$ cat src/rtl/pixel_writer_if.sv
// Pixel writer bus bundle: pixel source strobe, memory write channel and
// status outputs. The clock and reset are not part of this bundle.
//   slave  : the pixel_writer side (consumes pixels, drives memory/status)
//   master : the environment side (pixel source + memory + status reader)
interface pixel_writer_if #(
  parameter int P_X_COORD_W = 11,
  parameter int P_Y_COORD_W = 11,
  parameter int P_ADDR_W    = 19,
  parameter int P_COLOR_W   = 8
);
  logic [P_X_COORD_W-1:0] i_x_val;
  logic [P_Y_COORD_W-1:0] i_y_val;
  logic                   i_vals_rdy;
  logic [P_COLOR_W-1:0]   i_color;
  logic                   i_mem_ack;
  logic                   i_clr_status;
  logic                   o_mem_wr_req;
  logic [P_ADDR_W-1:0]    o_mem_addr;
  logic [P_COLOR_W-1:0]   o_mem_data;
  logic                   o_busy;
  logic                   o_overflow;
  logic [15:0]            o_pix_cnt;
  logic [15:0]            o_clip_cnt;

  modport slave (
    input  i_x_val, i_y_val, i_vals_rdy, i_color, i_mem_ack, i_clr_status,
    output o_mem_wr_req, o_mem_addr, o_mem_data, o_busy, o_overflow,
           o_pix_cnt, o_clip_cnt
  );

  modport master (
    output i_x_val, i_y_val, i_vals_rdy, i_color, i_mem_ack, i_clr_status,
    input  o_mem_wr_req, o_mem_addr, o_mem_data, o_busy, o_overflow,
           o_pix_cnt, o_clip_cnt
  );
endinterface

$ cat src/rtl/pixel_writer.sv
// pixel_writer: buffers strobed {x,y,color} pixels in a small FIFO, clips
// them against the framebuffer, and issues one memory write per visible
// pixel (address = y*P_FB_WIDTH + x) with a req/ack handshake.
// Ports:
//   i_clk   : clock, rising edge
//   i_reset : synchronous active-high reset
//   bus     : pixel_writer_if.slave -- pixel input, memory write channel,
//             o_busy / o_overflow / o_pix_cnt / o_clip_cnt status
module pixel_writer #(
  parameter int P_X_COORD_W  = 11,
  parameter int P_Y_COORD_W  = 11,
  parameter int P_FB_WIDTH   = 640,
  parameter int P_FB_HEIGHT  = 480,
  parameter int P_ADDR_W     = 19,
  parameter int P_COLOR_W    = 8,
  parameter int P_FIFO_DEPTH = 8
) (
  input  logic          i_clk,
  input  logic          i_reset,
  pixel_writer_if.slave bus
);

  localparam int PW   = $clog2(P_FIFO_DEPTH);
  localparam int CNTW = PW + 1;
  // Wide enough that y*width+x never overflows before truncation.
  localparam int MW   = P_Y_COORD_W + 32;
  localparam logic [CNTW-1:0] FULL = CNTW'(P_FIFO_DEPTH);
  localparam logic [31:0]     FB_W = 32'(P_FB_WIDTH);
  localparam logic [31:0]     FB_H = 32'(P_FB_HEIGHT);

  typedef struct packed {
    logic [P_X_COORD_W-1:0] x;
    logic [P_Y_COORD_W-1:0] y;
    logic [P_COLOR_W-1:0]   c;
  } pix_t;

  typedef enum logic [1:0] {IDLE, ADDR, REQ} state_t;

  state_t          state_q, state_d;
  pix_t            fifo_q [P_FIFO_DEPTH];
  pix_t            fifo_d [P_FIFO_DEPTH];
  logic [PW-1:0]   wptr_q, wptr_d, rptr_q, rptr_d;
  logic [CNTW-1:0] cnt_q, cnt_d;
  pix_t            work_q, work_d;
  logic            req_q, req_d;
  logic [P_ADDR_W-1:0]  addr_q, addr_d;
  logic [P_COLOR_W-1:0] data_q, data_d;
  logic            ovf_q, ovf_d;
  logic [15:0]     pix_q, pix_d, clip_q, clip_d;
  logic            pop, push, pix_inc, clip_inc, clipped;

  // FSM: IDLE pops the head into the working registers, ADDR clips or
  // forms the request, REQ holds the request until acked.
  always_comb begin
    state_d  = state_q;
    work_d   = work_q;
    req_d    = req_q;
    addr_d   = addr_q;
    data_d   = data_q;
    pop      = 1'b0;
    pix_inc  = 1'b0;
    clip_inc = 1'b0;
    clipped  = (32'(work_q.x) >= FB_W) || (32'(work_q.y) >= FB_H);
    unique case (state_q)
      IDLE: if (cnt_q != '0) begin
        pop     = 1'b1;
        work_d  = fifo_q[rptr_q];
        state_d = ADDR;
      end
      ADDR: if (clipped) begin
        clip_inc = 1'b1;
        state_d  = IDLE;
      end else begin
        addr_d  = P_ADDR_W'(MW'(work_q.y) * MW'(P_FB_WIDTH) + MW'(work_q.x));
        data_d  = work_q.c;
        req_d   = 1'b1;
        state_d = REQ;
      end
      REQ: if (bus.i_mem_ack) begin
        req_d   = 1'b0;
        pix_inc = 1'b1;
        state_d = IDLE;
      end
      default: state_d = IDLE;
    endcase
  end

  // FIFO: a pop in the same cycle frees a slot, so a full FIFO still
  // accepts a strobe when the FSM is draining it.
  always_comb begin
    fifo_d = fifo_q;
    wptr_d = wptr_q;
    rptr_d = rptr_q;
    push   = bus.i_vals_rdy && ((cnt_q != FULL) || pop);
    if (push) begin
      fifo_d[wptr_q] = {bus.i_x_val, bus.i_y_val, bus.i_color};
      wptr_d         = wptr_q + PW'(1);
    end
    if (pop) rptr_d = rptr_q + PW'(1);
    cnt_d = cnt_q + CNTW'(push) - CNTW'(pop);
  end

  // Status: clear beats any same-cycle increment or overflow set.
  always_comb begin
    ovf_d  = ovf_q | (bus.i_vals_rdy & ~push);
    pix_d  = pix_q;
    clip_d = clip_q;
    if (pix_inc && pix_q != 16'hFFFF)   pix_d  = pix_q + 16'd1;
    if (clip_inc && clip_q != 16'hFFFF) clip_d = clip_q + 16'd1;
    if (bus.i_clr_status) begin
      ovf_d  = 1'b0;
      pix_d  = '0;
      clip_d = '0;
    end
  end

  always_ff @(posedge i_clk) begin
    if (i_reset) begin
      state_q <= IDLE;
      for (int i = 0; i < P_FIFO_DEPTH; i++) fifo_q[i] <= '0;
      wptr_q  <= '0;
      rptr_q  <= '0;
      cnt_q   <= '0;
      work_q  <= '0;
      req_q   <= 1'b0;
      addr_q  <= '0;
      data_q  <= '0;
      ovf_q   <= 1'b0;
      pix_q   <= '0;
      clip_q  <= '0;
    end else begin
      state_q <= state_d;
      fifo_q  <= fifo_d;
      wptr_q  <= wptr_d;
      rptr_q  <= rptr_d;
      cnt_q   <= cnt_d;
      work_q  <= work_d;
      req_q   <= req_d;
      addr_q  <= addr_d;
      data_q  <= data_d;
      ovf_q   <= ovf_d;
      pix_q   <= pix_d;
      clip_q  <= clip_d;
    end
  end

  assign bus.o_mem_wr_req = req_q;
  assign bus.o_mem_addr   = addr_q;
  assign bus.o_mem_data   = data_q;
  assign bus.o_overflow   = ovf_q;
  assign bus.o_pix_cnt    = pix_q;
  assign bus.o_clip_cnt   = clip_q;
  assign bus.o_busy       = (cnt_q != '0) || (state_q != IDLE);

endmodule

$ cat src/flat_wrapper.sv
// flat-port wrapper written by rule: the top's interface ports become plain ports
module pixel_writer_flat 
#(
  parameter int P_X_COORD_W  = 11,
  parameter int P_Y_COORD_W  = 11,
  parameter int P_FB_WIDTH   = 640,
  parameter int P_FB_HEIGHT  = 480,
  parameter int P_ADDR_W     = 19,
  parameter int P_COLOR_W    = 8,
  parameter int P_FIFO_DEPTH = 8
)
  (i_clk, i_reset, bus_i_x_val, bus_i_y_val, bus_i_vals_rdy, bus_i_color, bus_i_mem_ack, bus_i_clr_status, bus_o_mem_wr_req, bus_o_mem_addr, bus_o_mem_data, bus_o_busy, bus_o_overflow, bus_o_pix_cnt, bus_o_clip_cnt);
  pixel_writer_if #(.P_X_COORD_W(P_X_COORD_W), .P_Y_COORD_W(P_Y_COORD_W), .P_ADDR_W(P_ADDR_W), .P_COLOR_W(P_COLOR_W)) bus_i ();
  input  logic i_clk;
  input  logic i_reset;
  input wire logic [$bits(bus_i.i_x_val)-1:0] bus_i_x_val;
  input wire logic [$bits(bus_i.i_y_val)-1:0] bus_i_y_val;
  input wire logic [$bits(bus_i.i_vals_rdy)-1:0] bus_i_vals_rdy;
  input wire logic [$bits(bus_i.i_color)-1:0] bus_i_color;
  input wire logic [$bits(bus_i.i_mem_ack)-1:0] bus_i_mem_ack;
  input wire logic [$bits(bus_i.i_clr_status)-1:0] bus_i_clr_status;
  output wire logic [$bits(bus_i.o_mem_wr_req)-1:0] bus_o_mem_wr_req;
  output wire logic [$bits(bus_i.o_mem_addr)-1:0] bus_o_mem_addr;
  output wire logic [$bits(bus_i.o_mem_data)-1:0] bus_o_mem_data;
  output wire logic [$bits(bus_i.o_busy)-1:0] bus_o_busy;
  output wire logic [$bits(bus_i.o_overflow)-1:0] bus_o_overflow;
  output wire logic [$bits(bus_i.o_pix_cnt)-1:0] bus_o_pix_cnt;
  output wire logic [$bits(bus_i.o_clip_cnt)-1:0] bus_o_clip_cnt;
  assign bus_i.i_x_val = bus_i_x_val;
  assign bus_i.i_y_val = bus_i_y_val;
  assign bus_i.i_vals_rdy = bus_i_vals_rdy;
  assign bus_i.i_color = bus_i_color;
  assign bus_i.i_mem_ack = bus_i_mem_ack;
  assign bus_i.i_clr_status = bus_i_clr_status;
  assign bus_o_mem_wr_req = bus_i.o_mem_wr_req;
  assign bus_o_mem_addr = bus_i.o_mem_addr;
  assign bus_o_mem_data = bus_i.o_mem_data;
  assign bus_o_busy = bus_i.o_busy;
  assign bus_o_overflow = bus_i.o_overflow;
  assign bus_o_pix_cnt = bus_i.o_pix_cnt;
  assign bus_o_clip_cnt = bus_i.o_clip_cnt;
  pixel_writer #(.P_X_COORD_W(P_X_COORD_W), .P_Y_COORD_W(P_Y_COORD_W), .P_FB_WIDTH(P_FB_WIDTH), .P_FB_HEIGHT(P_FB_HEIGHT), .P_ADDR_W(P_ADDR_W), .P_COLOR_W(P_COLOR_W), .P_FIFO_DEPTH(P_FIFO_DEPTH)) u_core (.i_clk(i_clk), .i_reset(i_reset), .bus(bus_i));
endmodule
$ cat config.mk
export PLATFORM = sky130hd
export DESIGN_NAME = pixel_writer_flat
export DESIGN_NICKNAME = d
export VERILOG_FILES = /design/src/rtl/pixel_writer_if.sv /design/src/rtl/pixel_writer.sv /design/src/flat_wrapper.sv
export SDC_FILE = /design/constraint.sdc
export NUM_CORES = 1
export LEC_CHECK = 0
export CAP_MARGIN = 20
export CORE_MARGIN = 1.5
export CORE_UTILIZATION = 45
export DETAILED_ROUTE_END_ITERATION = 10
export PLACE_DENSITY = 0.73
export SYNTH_ARGS = -nofsm -noshare
export SYNTH_HDL_FRONTEND = slang
export SYNTH_SLANG_ARGS = --single-unit
$ cat constraint.sdc
create_clock -name i_clk -period 6.83 [get_ports i_clk]
set_clock_uncertainty 0.05 [all_clocks]
set_input_delay 1.366 -clock i_clk [delete_from_list [all_inputs] [get_ports i_clk]]
set_output_delay 1.366 -clock i_clk [all_outputs]
set_load 0.005 [all_outputs]
# Word-level counts from Yosys, hierarchy flattened
# Cells that the tools add are included.
# classes
n_addsub,7
n_mul,1
n_lt_le_gt_ge,5
n_eq_ne,8
muxes,19
bitwise_logic,6
n_reduce_logical,16
# op_table
op,n
240-bit bitwise mux,1
30-bit binary-select mux with 3-bit select,1
30-bit demux with 3-bit select,1
30-bit two-way mux,3
16-bit by 1-bit adder with 16-bit output (second input constant),2
16-bit inequality test (second input constant),2
19-bit by 11-bit adder with 19-bit output,1
11-bit by 3-bit multiplier with 12-bit output (second input constant),1
11-bit by 10-bit >= comparator with 1-bit output (second input constant),1
11-bit by 9-bit >= comparator with 1-bit output (second input constant),1
4-bit >= comparator (second input constant),2
1-bit two-way mux,8
3-bit inverter with 4-bit output,2
3-bit by 1-bit adder with 3-bit output (second input constant),2
2-bit two-way mux,3
2-bit case mux with 3 select lines,1
2-bit AND reduction,3
4-bit by 1-bit adder with 4-bit output,1
1-bit logical AND,4
4-bit by 1-bit less-than comparator with 1-bit output (second input constant),1
2-bit inequality test (second input constant),2
4-bit inequality test (second input constant),1
2-bit nonzero test,2
4-bit nonzero test,1
12 further kinds,15
# word_totals
register_bits,343
in_bits,35
out_inout_bits,62
elab_cells,99

# Depth between registers and ports, before layout
# Gate-level depths: netlist (run 1).
# logic_depth
ltp_word,8
ltp_mapped,12
depth_no_buf,10

# Least setup slack after synthesis (run 1)
# Ideal clock, no wire load.
# synth_path
path_kind,register -> register
from,reg u_core.work_q[9] (netlist name)
to,reg u_core.addr_q[18] (netlist: u_core.bus.o_mem_addr[18])
arrival_time_ns,2.496
required_time_ns,6.660
setup_slack_ns,4.164
stages_incl_launch_ff,10
path_buffers,0
period_less_slack_ns,2.666
path_cell_list,dfxtp_1 > ha_1 > ha_1 > fa_1 > a211o_1 > a31oi_1 > xnor2_1 > nand2_1 > o311a_1 > a211o_1
# synth_via
elab_chain_len,4
elab_cells_between_ends,6
classes_between,add/sub (1); mul (1); order compare (1); bitwise (1); reduce/logical (2)
# synth_rtl
item,line,source
"start, declared",pixel_writer.sv:44,"pix_t work_q, work_d;"
"start signal, assigned",pixel_writer.sv:137,work_q <= work_d;
branches (longest 4 deep; another with 19-bit by 11-bit adder with 19-bit output),n/a,
"end signal, assigned",pixel_writer.sv:139,addr_q <= addr_d;
"end, declared",pixel_writer.sv:46,"logic [P_ADDR_W-1:0] addr_q, addr_d;"
# Parallel ways; which one is timed is not known.
# A chain may end at the register's enable or synchronous reset.

# Worst setup path after layout (run 1)
# layout_path
from,in bus_i_vals_rdy
to,reg u_core.fifo_q[201] (netlist name)
# layout_via
elab_chain_len,1
# layout_rtl
item,line,source
"start, declared",flat_wrapper.sv:18,input wire logic [$bits(bus_i.i_vals_rdy)-1:0] bus_i_vals_rdy;
1-bit logical AND,pixel_writer.sv:94,push = bus.i_vals_rdy && ((cnt_q != FULL) || pop);
"end signal, assigned",pixel_writer.sv:133,fifo_q <= fifo_d;
"end, declared",pixel_writer.sv:40,pix_t fifo_q [P_FIFO_DEPTH];
# Every way passes these cells.

==> impl_metrics.prom, run 1 <==
# TYPE chip_impl_metric gauge
chip_impl_metric{name="antenna_found_initial",unit=""} 3
chip_impl_metric{name="placed_cell_area",unit="mm2"} 0.0161
chip_impl_info{name="post-synth-top-area-cell",value="sky130_fd_sc_hd__dfxtp_1"} 1
chip_impl_metric{name="nFillCells",unit=""} 2980
chip_impl_metric{name="p_clk_share",unit="%"} 32.6
chip_impl_metric{name="initial_utilization",unit="%"} 45.9
chip_impl_metric{name="slew-limit-headroom",unit="%"} 18.7
chip_impl_info{name="most-common-layout-cells",value="sky130_fd_sc_hd__nand2_1 (545), sky130_fd_sc_hd__dfxtp_1 (340), sky130_fd_sc_hd__a21oi_1 (284)"} 1
chip_impl_metric{name="global_route.usage.total",unit="%"} 21.5
chip_impl_metric{name="drive_gt1_share",unit="%"} 8.74
chip_impl_metric{name="regArea",unit="mm2"} 0.00687
chip_impl_metric{name="drt_first_pass_iters",unit=""} 5
chip_impl_metric{name="postSynthRegisterBits",unit=""} 343
chip_impl_info{name="synth_top_cells_by_area",value="sky130_fd_sc_hd__dfxtp_1 (46%), sky130_fd_sc_hd__nand2_1 (14%), sky130_fd_sc_hd__a21oi_1 (9.5%)"} 1
chip_impl_metric{name="worst-endpoint-required",unit="ns"} 7.11
chip_impl_info{name="status",value="complete, no violations"} 1
chip_impl_info{name="cts-root-buf",value="sky130_fd_sc_hd__clkbuf_16"} 1
chip_impl_metric{name="clock.fmax",unit="MHz"} 301
chip_impl_metric{name="cap_violations",unit=""} 0
chip_impl_info{name="hold_class",value="register to register"} 1
chip_impl_info{name="timing.hold.worst.start",value="u_core.bus.o_mem_addr[10]"} 1
chip_impl_metric{name="boundaryPins",unit=""} 97
chip_impl_metric{name="cts-buffers-inserted",unit=""} 35
chip_impl_metric{name="drtIter0Drc",unit=""} 1001
chip_impl_info{name="end_kind",value="register"} 1
chip_impl_metric{name="via_cell_ratio",unit=""} 5.52
chip_impl_info{name="critical_path.startpoint_type",value="primary input"} 1
chip_impl_metric{name="via_count_of_the_first_global_routing_pass",unit=""} 11608
chip_impl_metric{name="synth-warning-count",unit=""} 0
chip_impl_metric{name="clock-sinks",unit=""} 343
chip_impl_metric{name="mappedNetlistNets",unit=""} 1822
chip_impl_metric{name="p_sw_share",unit="%"} 31.3
chip_impl_metric{name="timing.final.max_slew_violations",unit=""} 0
chip_impl_metric{name="internal_power",unit="W"} 0.00388
chip_impl_metric{name="syn2layout_area_growth",unit="%"} 14.4
chip_impl_metric{name="largest_net_degree_at_the_start_of_global_routing",unit=""} 270
chip_impl_metric{name="syn_inst",unit=""} 1753
chip_impl_info{name="worst-setup-path-type",value="primary input to register"} 1
chip_impl_metric{name="worstPathMaxFanout",unit=""} 17
chip_impl_metric{name="crit_arrival",unit="ns"} 3.60
chip_impl_metric{name="worstMarginPinSlew",unit="ns"} 1.22
chip_impl_metric{name="final_core_util",unit="%"} 52.5
chip_impl_metric{name="async_flop_share",unit="%"} 0
chip_impl_metric{name="ctsHtreeMaxLevel",unit=""} 2
chip_impl_metric{name="portBuffers",unit=""} 96
chip_impl_info{name="layout.cells.most_common",value="sky130_fd_sc_hd__nand2_1"} 1
chip_impl_metric{name="core_area",unit="mm2"} 0.0327
chip_impl_metric{name="tns",unit="ns"} 0
chip_impl_metric{name="clk-insertion-delay-late",unit="ns"} 0.51
chip_impl_metric{name="remaining_design_rule_violation_count",unit=""} 0
chip_impl_metric{name="post-synth-top-area-fraction",unit="%"} 45.7
chip_impl_metric{name="post_synth.cell_area_avg",unit="um2"} 8.57
chip_impl_metric{name="p_seq_share",unit="%"} 41.1
chip_impl_metric{name="multiInputGateArea",unit="mm2"} 0.00746
chip_impl_metric{name="power.switching",unit="W"} 0.00177
chip_impl_metric{name="min_delay_path_depth",unit=""} 2
chip_impl_metric{name="post_synth_instance_area",unit="mm2"} 0.0150
chip_impl_metric{name="post_layout_nonfiller_instances",unit=""} 2216
chip_impl_metric{name="synth_edf_count",unit=""} 0
chip_impl_metric{name="netlist-cell-type-count",unit=""} 58
chip_impl_metric{name="die_width",unit="um"} 186
chip_impl_metric{name="weighted_congestion_reported_at_the_end_of_routability_driven_placement",unit=""} 0.792
chip_impl_metric{name="worst_ir_drop_vdd",unit="mV"} 0.187
chip_impl_metric{name="power_frac_comb",unit="%"} 26.3
chip_impl_metric{name="floorplan.die.height",unit="um"} 186
chip_impl_metric{name="grt_pass1_wl",unit="mm"} 59.7
chip_impl_metric{name="drt-total-wl",unit="mm"} 37.0
chip_impl_metric{name="hold_ws",unit="ns"} 0.402
chip_impl_metric{name="routed_wire_length_per_instance",unit="um"} 16.7
chip_impl_metric{name="num_vias",unit=""} 12238
chip_impl_metric{name="antenna_cells_inserted",unit=""} 0
chip_impl_info{name="startpoint_of_the_most_critical_setup_path",value="bus_i_vals_rdy"} 1
chip_impl_metric{name="path_clk_slew",unit="ns"} 0.06
chip_impl_metric{name="ant_nets",unit=""} 0
chip_impl_metric{name="fin_crit",unit="ns"} 3.32
chip_impl_metric{name="final.period_utilization",unit="%"} 48.6
chip_impl_metric{name="finalSetupViolCount",unit=""} 0
chip_impl_metric{name="core.rowCount",unit=""} 66
chip_impl_info{name="rsz0062_at_grt",value="no"} 1
chip_impl_info{name="tritoncts",value="yes"} 1
chip_impl_metric{name="total_die_area",unit="mm2"} 0.0345
chip_impl_metric{name="place.detailed.instances",unit=""} 2155
chip_impl_info{name="synthFlopType",value="sky130_fd_sc_hd__dfxtp_1"} 1
chip_impl_metric{name="static-leakage-power",unit="nW"} 5.64
chip_impl_metric{name="post_cts_hold_buffer_count",unit=""} 0
chip_impl_metric{name="finish.net_count",unit=""} 1819
chip_impl_metric{name="synth_sequential_area_ratio",unit="%"} 45.7
chip_impl_metric{name="ctsLongestPathBuffers",unit=""} 3
chip_impl_metric{name="ctsResizeCount",unit=""} 0
chip_impl_metric{name="final-hold-violation-count",unit=""} 0
chip_impl_metric{name="pwr_density_cell",unit="mW/mm2"} 329
chip_impl_info{name="crit-reg2reg-launch",value="u_core.cnt_q[2]"} 1
chip_impl_metric{name="grt_overflow",unit=""} 0
chip_impl_metric{name="timing.reg2reg.worst_path_depth",unit=""} 9
chip_impl_metric{name="stdcell_area",unit="mm2"} 0.0172
chip_impl_metric{name="postCtsSetupRepairBufs",unit=""} 0
chip_impl_metric{name="post_dp_hpwl",unit="mm"} 22.4
[registers in the layout (all words and copies together) (netlist names)]
| register | cells |
|---|---|
| u_core.state_q | 2 |
| u_core.bus.o_mem_addr | 19 |
| u_core.work_q | 30 |
| u_core.bus.o_clip_cnt | 16 |
| u_core.fifo_q | 240 |
| u_core.bus.o_mem_wr_req | 1 |
| u_core.wptr_q | 3 |
| u_core.bus.o_overflow | 1 |
| u_core.bus.o_mem_data | 8 |
| u_core.rptr_q | 3 |
| u_core.cnt_q | 4 |
| u_core.bus.o_pix_cnt | 16 |
[synthesized netlist by cell type, drive strengths merged, types with 15 or more instances]
library cell and instances:
xnor2 23, xor2 16, nand2 545, mux2i 34, a21oi 284, dfxtp 343
buf 80, nor2 78, o21ai 15, ha 31, nand3 16, mux4 60
clkbuf 75, inv 19, a211oi 37
[layer usage]
layer  part of all wire (%)  routed length, um  global-route usage, %
met1                     44              16100                   28.5
met3                    6.8               2520                   3.85
met5                   0.10                 37                      0
met4                    2.2                798                   6.35
met2                     47              17500                   35.9
[worst max-delay path: stages]
cell and delay (ns):
sky130_fd_sc_hd__clkdlybuf4s50_1 0.48, sky130_fd_sc_hd__o21ai_2 0.14, sky130_fd_sc_hd__nor2_1 0.27, sky130_fd_sc_hd__nand3b_1 0.67
sky130_fd_sc_hd__buf_4 0.48, sky130_fd_sc_hd__nand2_1 0.10, sky130_fd_sc_hd__a21oi_1 0.07
[final timing paths]
check                              endpoint  slack [ns]
hold reg to reg   u_core.bus.o_mem_addr[10]        0.40
hold / removal    u_core.bus.o_mem_addr[10]        0.40
setup reg to reg         u_core.fifo_q[201]        3.89
setup / recovery         u_core.fifo_q[201]        3.51
[layout make-up]
type                    count  share of cell area (%)
well taps                 442                    3.22
clock inverters             3                   0.102
repair buffers            115                    6.52
flip-flops and latches    343                    40.0
multi-input cells        1236                    43.4
inverters                  19                   0.415
clock buffers              58                    6.32
[power by group through the flow]
stage / clock network (W) / registers, W / logic [W]
floorplan: 0 / 0.00230 / 0.00114
global placement: 0 / 0.00236 / 0.00146
detailed placement: 0 / 0.00237 / 0.00149
CTS: 0.00187 / 0.00233 / 0.00150
global route: 0.00195 / 0.00235 / 0.00166
finish: 0.00184 / 0.00232 / 0.00148
[through the flow]
stage | setup WS [ns] | total power, W
after floorplan | 4.16 | 0.00344
after global placement | 3.06 | 0.00382
after detailed placement | 2.99 | 0.00386
after CTS | 3.51 | 0.00569
after global routing | 3.35 | 0.00596
final | 3.51 | 0.00565
[cells by family (layout without fill, tap and decap cells)]
logic type / after synthesis / in the layout / synth area share, %
adders and majority gates: 34 / 34 / 2.98
muxes: 94 / 94 / 11.3
xor gates and xnor gates: 39 / 39 / 2.27
buffers and inverters: 174 / 195 / 5.09
DFF: 343 / 343 / 45.7
and+or+nand+nor: 706 / 706 / 19.2
AOI/OAI and AO/OA: 363 / 363 / 13.4
Note: power is estimated with default switching activity, not from simulation.
==> run 2: changes to the inputs <==
Clock period 6.83 ns to 3.3 ns, I/O delays scaled along.
==> run 2 against run 1 <==
Net effect:
- hold slack got worse by 0.0065 ns
- combinational power rose by 110%
- count of clock-buffer cells in the layout fell by 11
- first-iteration DRC count fell by 9.1%
- largest cell class unchanged
- final cell count rose by 0.23%
- largest power group unchanged
- worst setup slack got worse by 3.1 ns
- global-route usage fell by 0.18 points
- clock power rose by 110%
- non-clock buffer count rose by 9
- final area rose by 0.63%
==> impl_metrics.prom, run 2 (synthesis gave the netlist of run 1 again) <==
# TYPE chip_impl_metric gauge
chip_impl_info{name="status",value="complete, no violations"} 1
chip_impl_metric{name="slew-limit-headroom",unit="%"} 33.4
chip_impl_metric{name="drtIter0Drc",unit=""} 910
chip_impl_info{name="path_delay_family",value="compound AO/OA/AOI/OAI gates"} 1
chip_impl_metric{name="cp_num_cells",unit=""} 9
chip_impl_metric{name="drive_gt1_share",unit="%"} 9.33
chip_impl_metric{name="worstMarginPinSlew",unit="ns"} 0.999
chip_impl_metric{name="path_clk_slew",unit="ns"} 0.06
chip_impl_metric{name="finish.net_count",unit=""} 1829
chip_impl_metric{name="die_width",unit="um"} 186
chip_impl_metric{name="worst_path_largest_cell_delay",unit="ns"} 0.43
chip_impl_metric{name="worstPathMaxFanout",unit=""} 4
chip_impl_metric{name="routed_wire_length_per_instance",unit="um"} 16.7
chip_impl_metric{name="ff2ff_setup_slack",unit="ns"} 0.44
chip_impl_metric{name="power_frac_comb",unit="%"} 26.6
chip_impl_info{name="tritoncts",value="yes"} 1
chip_impl_metric{name="drt-total-wl",unit="mm"} 37.2
chip_impl_metric{name="crit_buf_inv",unit=""} 0
chip_impl_metric{name="tns",unit="ns"} 0
chip_impl_metric{name="final.period_utilization",unit="%"} 86.6
chip_impl_metric{name="boundaryPins",unit=""} 97
chip_impl_metric{name="largest_net_degree_at_the_start_of_global_routing",unit=""} 200
chip_impl_metric{name="ctsLongestPathBuffers",unit=""} 3
chip_impl_metric{name="max_ffs_per_register",unit=""} 240
chip_impl_metric{name="p_sw_share",unit="%"} 31.6
chip_impl_info{name="worst-setup-path-type",value="register to register"} 1
chip_impl_metric{name="postCtsSetupRepairBufs",unit=""} 0
chip_impl_info{name="hold_class",value="register to register"} 1
chip_impl_metric{name="cap_violations",unit=""} 0
chip_impl_info{name="timing.critical_path.cells",value="ha_1 -> ha_1 -> fa_1 -> a211o_1 -> a31oi_1 -> xnor2_1 -> nand2_1 -> o311a_1 -> a211o_1"} 1
chip_impl_metric{name="weighted_congestion_reported_at_the_end_of_routability_driven_placement",unit=""} 0.812
chip_impl_info{name="worst_r2r_endpoint",value="u_core.bus.o_mem_addr[18]"} 1
chip_impl_metric{name="clk-insertion-delay-late",unit="ns"} 0.54
chip_impl_metric{name="hold_ws",unit="ns"} 0.395
chip_impl_metric{name="remaining_design_rule_violation_count",unit=""} 0
chip_impl_info{name="worstSetupEndpoint",value="u_core.bus.o_mem_addr[18]"} 1
chip_impl_metric{name="stdcell_area",unit="mm2"} 0.0173
chip_impl_metric{name="timing.final.max_slew_violations",unit=""} 0
chip_impl_metric{name="initial_utilization",unit="%"} 45.9
chip_impl_metric{name="clock.fmax",unit="MHz"} 350
chip_impl_metric{name="p_seq_share",unit="%"} 40.3
chip_impl_metric{name="nFillCells",unit=""} 2948
chip_impl_metric{name="ant_nets",unit=""} 0
chip_impl_metric{name="antenna_found_initial",unit=""} 3
chip_impl_metric{name="power.switching",unit="W"} 0.00375
chip_impl_metric{name="worst_ir_drop_vdd",unit="mV"} 0.402
chip_impl_metric{name="core_area",unit="mm2"} 0.0327
chip_impl_metric{name="crit_arrival",unit="ns"} 3.23
chip_impl_metric{name="post_cts_hold_buffer_count",unit=""} 0
chip_impl_metric{name="floorplan.die.height",unit="um"} 186
chip_impl_metric{name="fin_crit",unit="ns"} 2.86
chip_impl_metric{name="via_cell_ratio",unit=""} 5.52
chip_impl_metric{name="syn2layout_area_growth",unit="%"} 15.1
chip_impl_metric{name="finalSetupViolCount",unit=""} 0
chip_impl_metric{name="ctsResizeCount",unit=""} 0
chip_impl_metric{name="clock-sinks",unit=""} 343
chip_impl_metric{name="grt_pass1_wl",unit="mm"} 58.7
chip_impl_info{name="layout.cells.most_common",value="sky130_fd_sc_hd__nand2_1"} 1
chip_impl_metric{name="internal_power",unit="W"} 0.00814
chip_impl_info{name="most-common-layout-cells",value="sky130_fd_sc_hd__nand2_1 (545), sky130_fd_sc_hd__dfxtp_1 (340), sky130_fd_sc_hd__a21oi_1 (284)"} 1
chip_impl_metric{name="placed_cell_area",unit="mm2"} 0.0162
chip_impl_metric{name="drt_first_pass_iters",unit=""} 5
chip_impl_metric{name="timing.reg2reg.worst_path_depth",unit=""} 9
chip_impl_info{name="crit-reg2reg-launch",value="u_core.work_q[9]"} 1
chip_impl_metric{name="core.rowCount",unit=""} 66
chip_impl_metric{name="portBuffers",unit=""} 96
chip_impl_info{name="cpMaxStageDelayCell",value="sky130_fd_sc_hd__fa_1"} 1
chip_impl_info{name="end_kind",value="register"} 1
chip_impl_metric{name="p_clk_share",unit="%"} 33.1
chip_impl_metric{name="cts-buffers-inserted",unit=""} 36
chip_impl_metric{name="via_count_of_the_first_global_routing_pass",unit=""} 11213
chip_impl_info{name="top_register",value="u_core.fifo_q"} 1
chip_impl_metric{name="num_vias",unit=""} 12249
chip_impl_metric{name="final-hold-violation-count",unit=""} 0
chip_impl_metric{name="antenna_cells_inserted",unit=""} 0
chip_impl_info{name="cts-root-buf",value="sky130_fd_sc_hd__clkbuf_16"} 1
chip_impl_metric{name="static-leakage-power",unit="nW"} 5.71
chip_impl_metric{name="global_route.usage.total",unit="%"} 21.4
chip_impl_metric{name="post_dp_hpwl",unit="mm"} 22.5
chip_impl_metric{name="grt_overflow",unit=""} 0
chip_impl_info{name="critical_path.startpoint_type",value="register"} 1
chip_impl_metric{name="worst-endpoint-required",unit="ns"} 3.67
chip_impl_metric{name="total_die_area",unit="mm2"} 0.0345
chip_impl_metric{name="pwr_density_cell",unit="mW/mm2"} 688
chip_impl_info{name="startpoint_of_the_most_critical_setup_path",value="u_core.work_q[9]"} 1
chip_impl_info{name="rsz0062_at_grt",value="no"} 1
chip_impl_metric{name="ctsHtreeMaxLevel",unit=""} 2
==> run 2: changes by cell type in the layout (fill, tap and decap cells not counted), moves of 2 or more <==
cell                        change
sky130_fd_sc_hd__bufinv_16      +2
sky130_fd_sc_hd__clkinv_2       +3
sky130_fd_sc_hd__clkbuf_1       -8
sky130_fd_sc_hd__buf_12         +2
sky130_fd_sc_hd__nand3_2        -2
sky130_fd_sc_hd__clkbuf_8       -2
sky130_fd_sc_hd__nand3_1        +2
sky130_fd_sc_hd__buf_4          +7
==> run 2: metrics by stage <==
step	total power, W	worst slack (ns)	instances	utilization, %
2_1_floorplan	0.00712	0.634	1753	-
3_3_place_gp	0.00796	0.480	2164	49.4
3_5_place_dp	0.00805	0.456	2164	49.4
4_1_cts	0.0120	0.437	2221	52.9
5_1_grt	0.0125	0.315	2221	52.9
6_report	0.0119	0.441	2221	52.9
==> run 2: tightest hold or removal path, delay by kind of cell, from the launching register on <==
kind                   cells  cell delay [ns]
DFF                        1             0.31
buffers and inverters      1             0.05
AOI/OAI and AO/OA          1             0.05
==> run 2: power by group through the flow <==
| stage | Combinational [W] | Clock, W | Sequential [W] |
|---|---|---|---|
| 3_3_place_gp | 0.00309 | 0 | 0.00487 |
| 2_1_floorplan | 0.00237 | 0 | 0.00475 |
| 3_5_place_dp | 0.00316 | 0 | 0.00489 |
| 4_1_cts | 0.00318 | 0.00399 | 0.00480 |
| 6_report | 0.00316 | 0.00393 | 0.00480 |
| 5_1_grt | 0.00349 | 0.00416 | 0.00485 |
==> run 2: cell type report <==
class | count | area, um2 | share of cell area [%]
clock buffers | 47 | 1000 | 5.80
clock inverters | 10 | 130 | 0.753
inverters | 19 | 71.3 | 0.413
multi-input cells | 1236 | 7440 | 43.1
flip-flops and latches | 343 | 6870 | 39.8
well taps | 442 | 553 | 3.20
repair buffers | 124 | 1210 | 7.01
==> run 2: worst min-delay path by stage <==
| stage | startpoint | endpoint | slack (ns) | cells past startpoint |
|---|---|---|---|---|
| CTS | u_core.bus.o_overflow | u_core.bus.o_overflow | 0.40 | 2 |
| detailed placement | u_core.bus.o_overflow | u_core.bus.o_overflow | 0.39 | 2 |
| global placement | u_core.bus.o_overflow | u_core.bus.o_overflow | 0.39 | 2 |
| finish | u_core.bus.o_overflow | u_core.bus.o_overflow | 0.40 | 2 |
| floorplan | u_core.work_q[19] | u_core.bus.o_mem_addr[0] | 0.38 | 2 |
| global route | u_core.fifo_q[123] | u_core.fifo_q[123] | 0.42 | 2 |
==> run 2: per-layer routing <==
metal | global-route usage (%) | vias up | routed length [um]
li1 | - | 5933 | -
met1 | 28.0 | 5845 | 16000
met2 | 35.6 | 405 | 17600
met3 | 4.44 | 60 | 2790
met4 | 5.97 | 6 | 743
met5 | 0 | - | 36
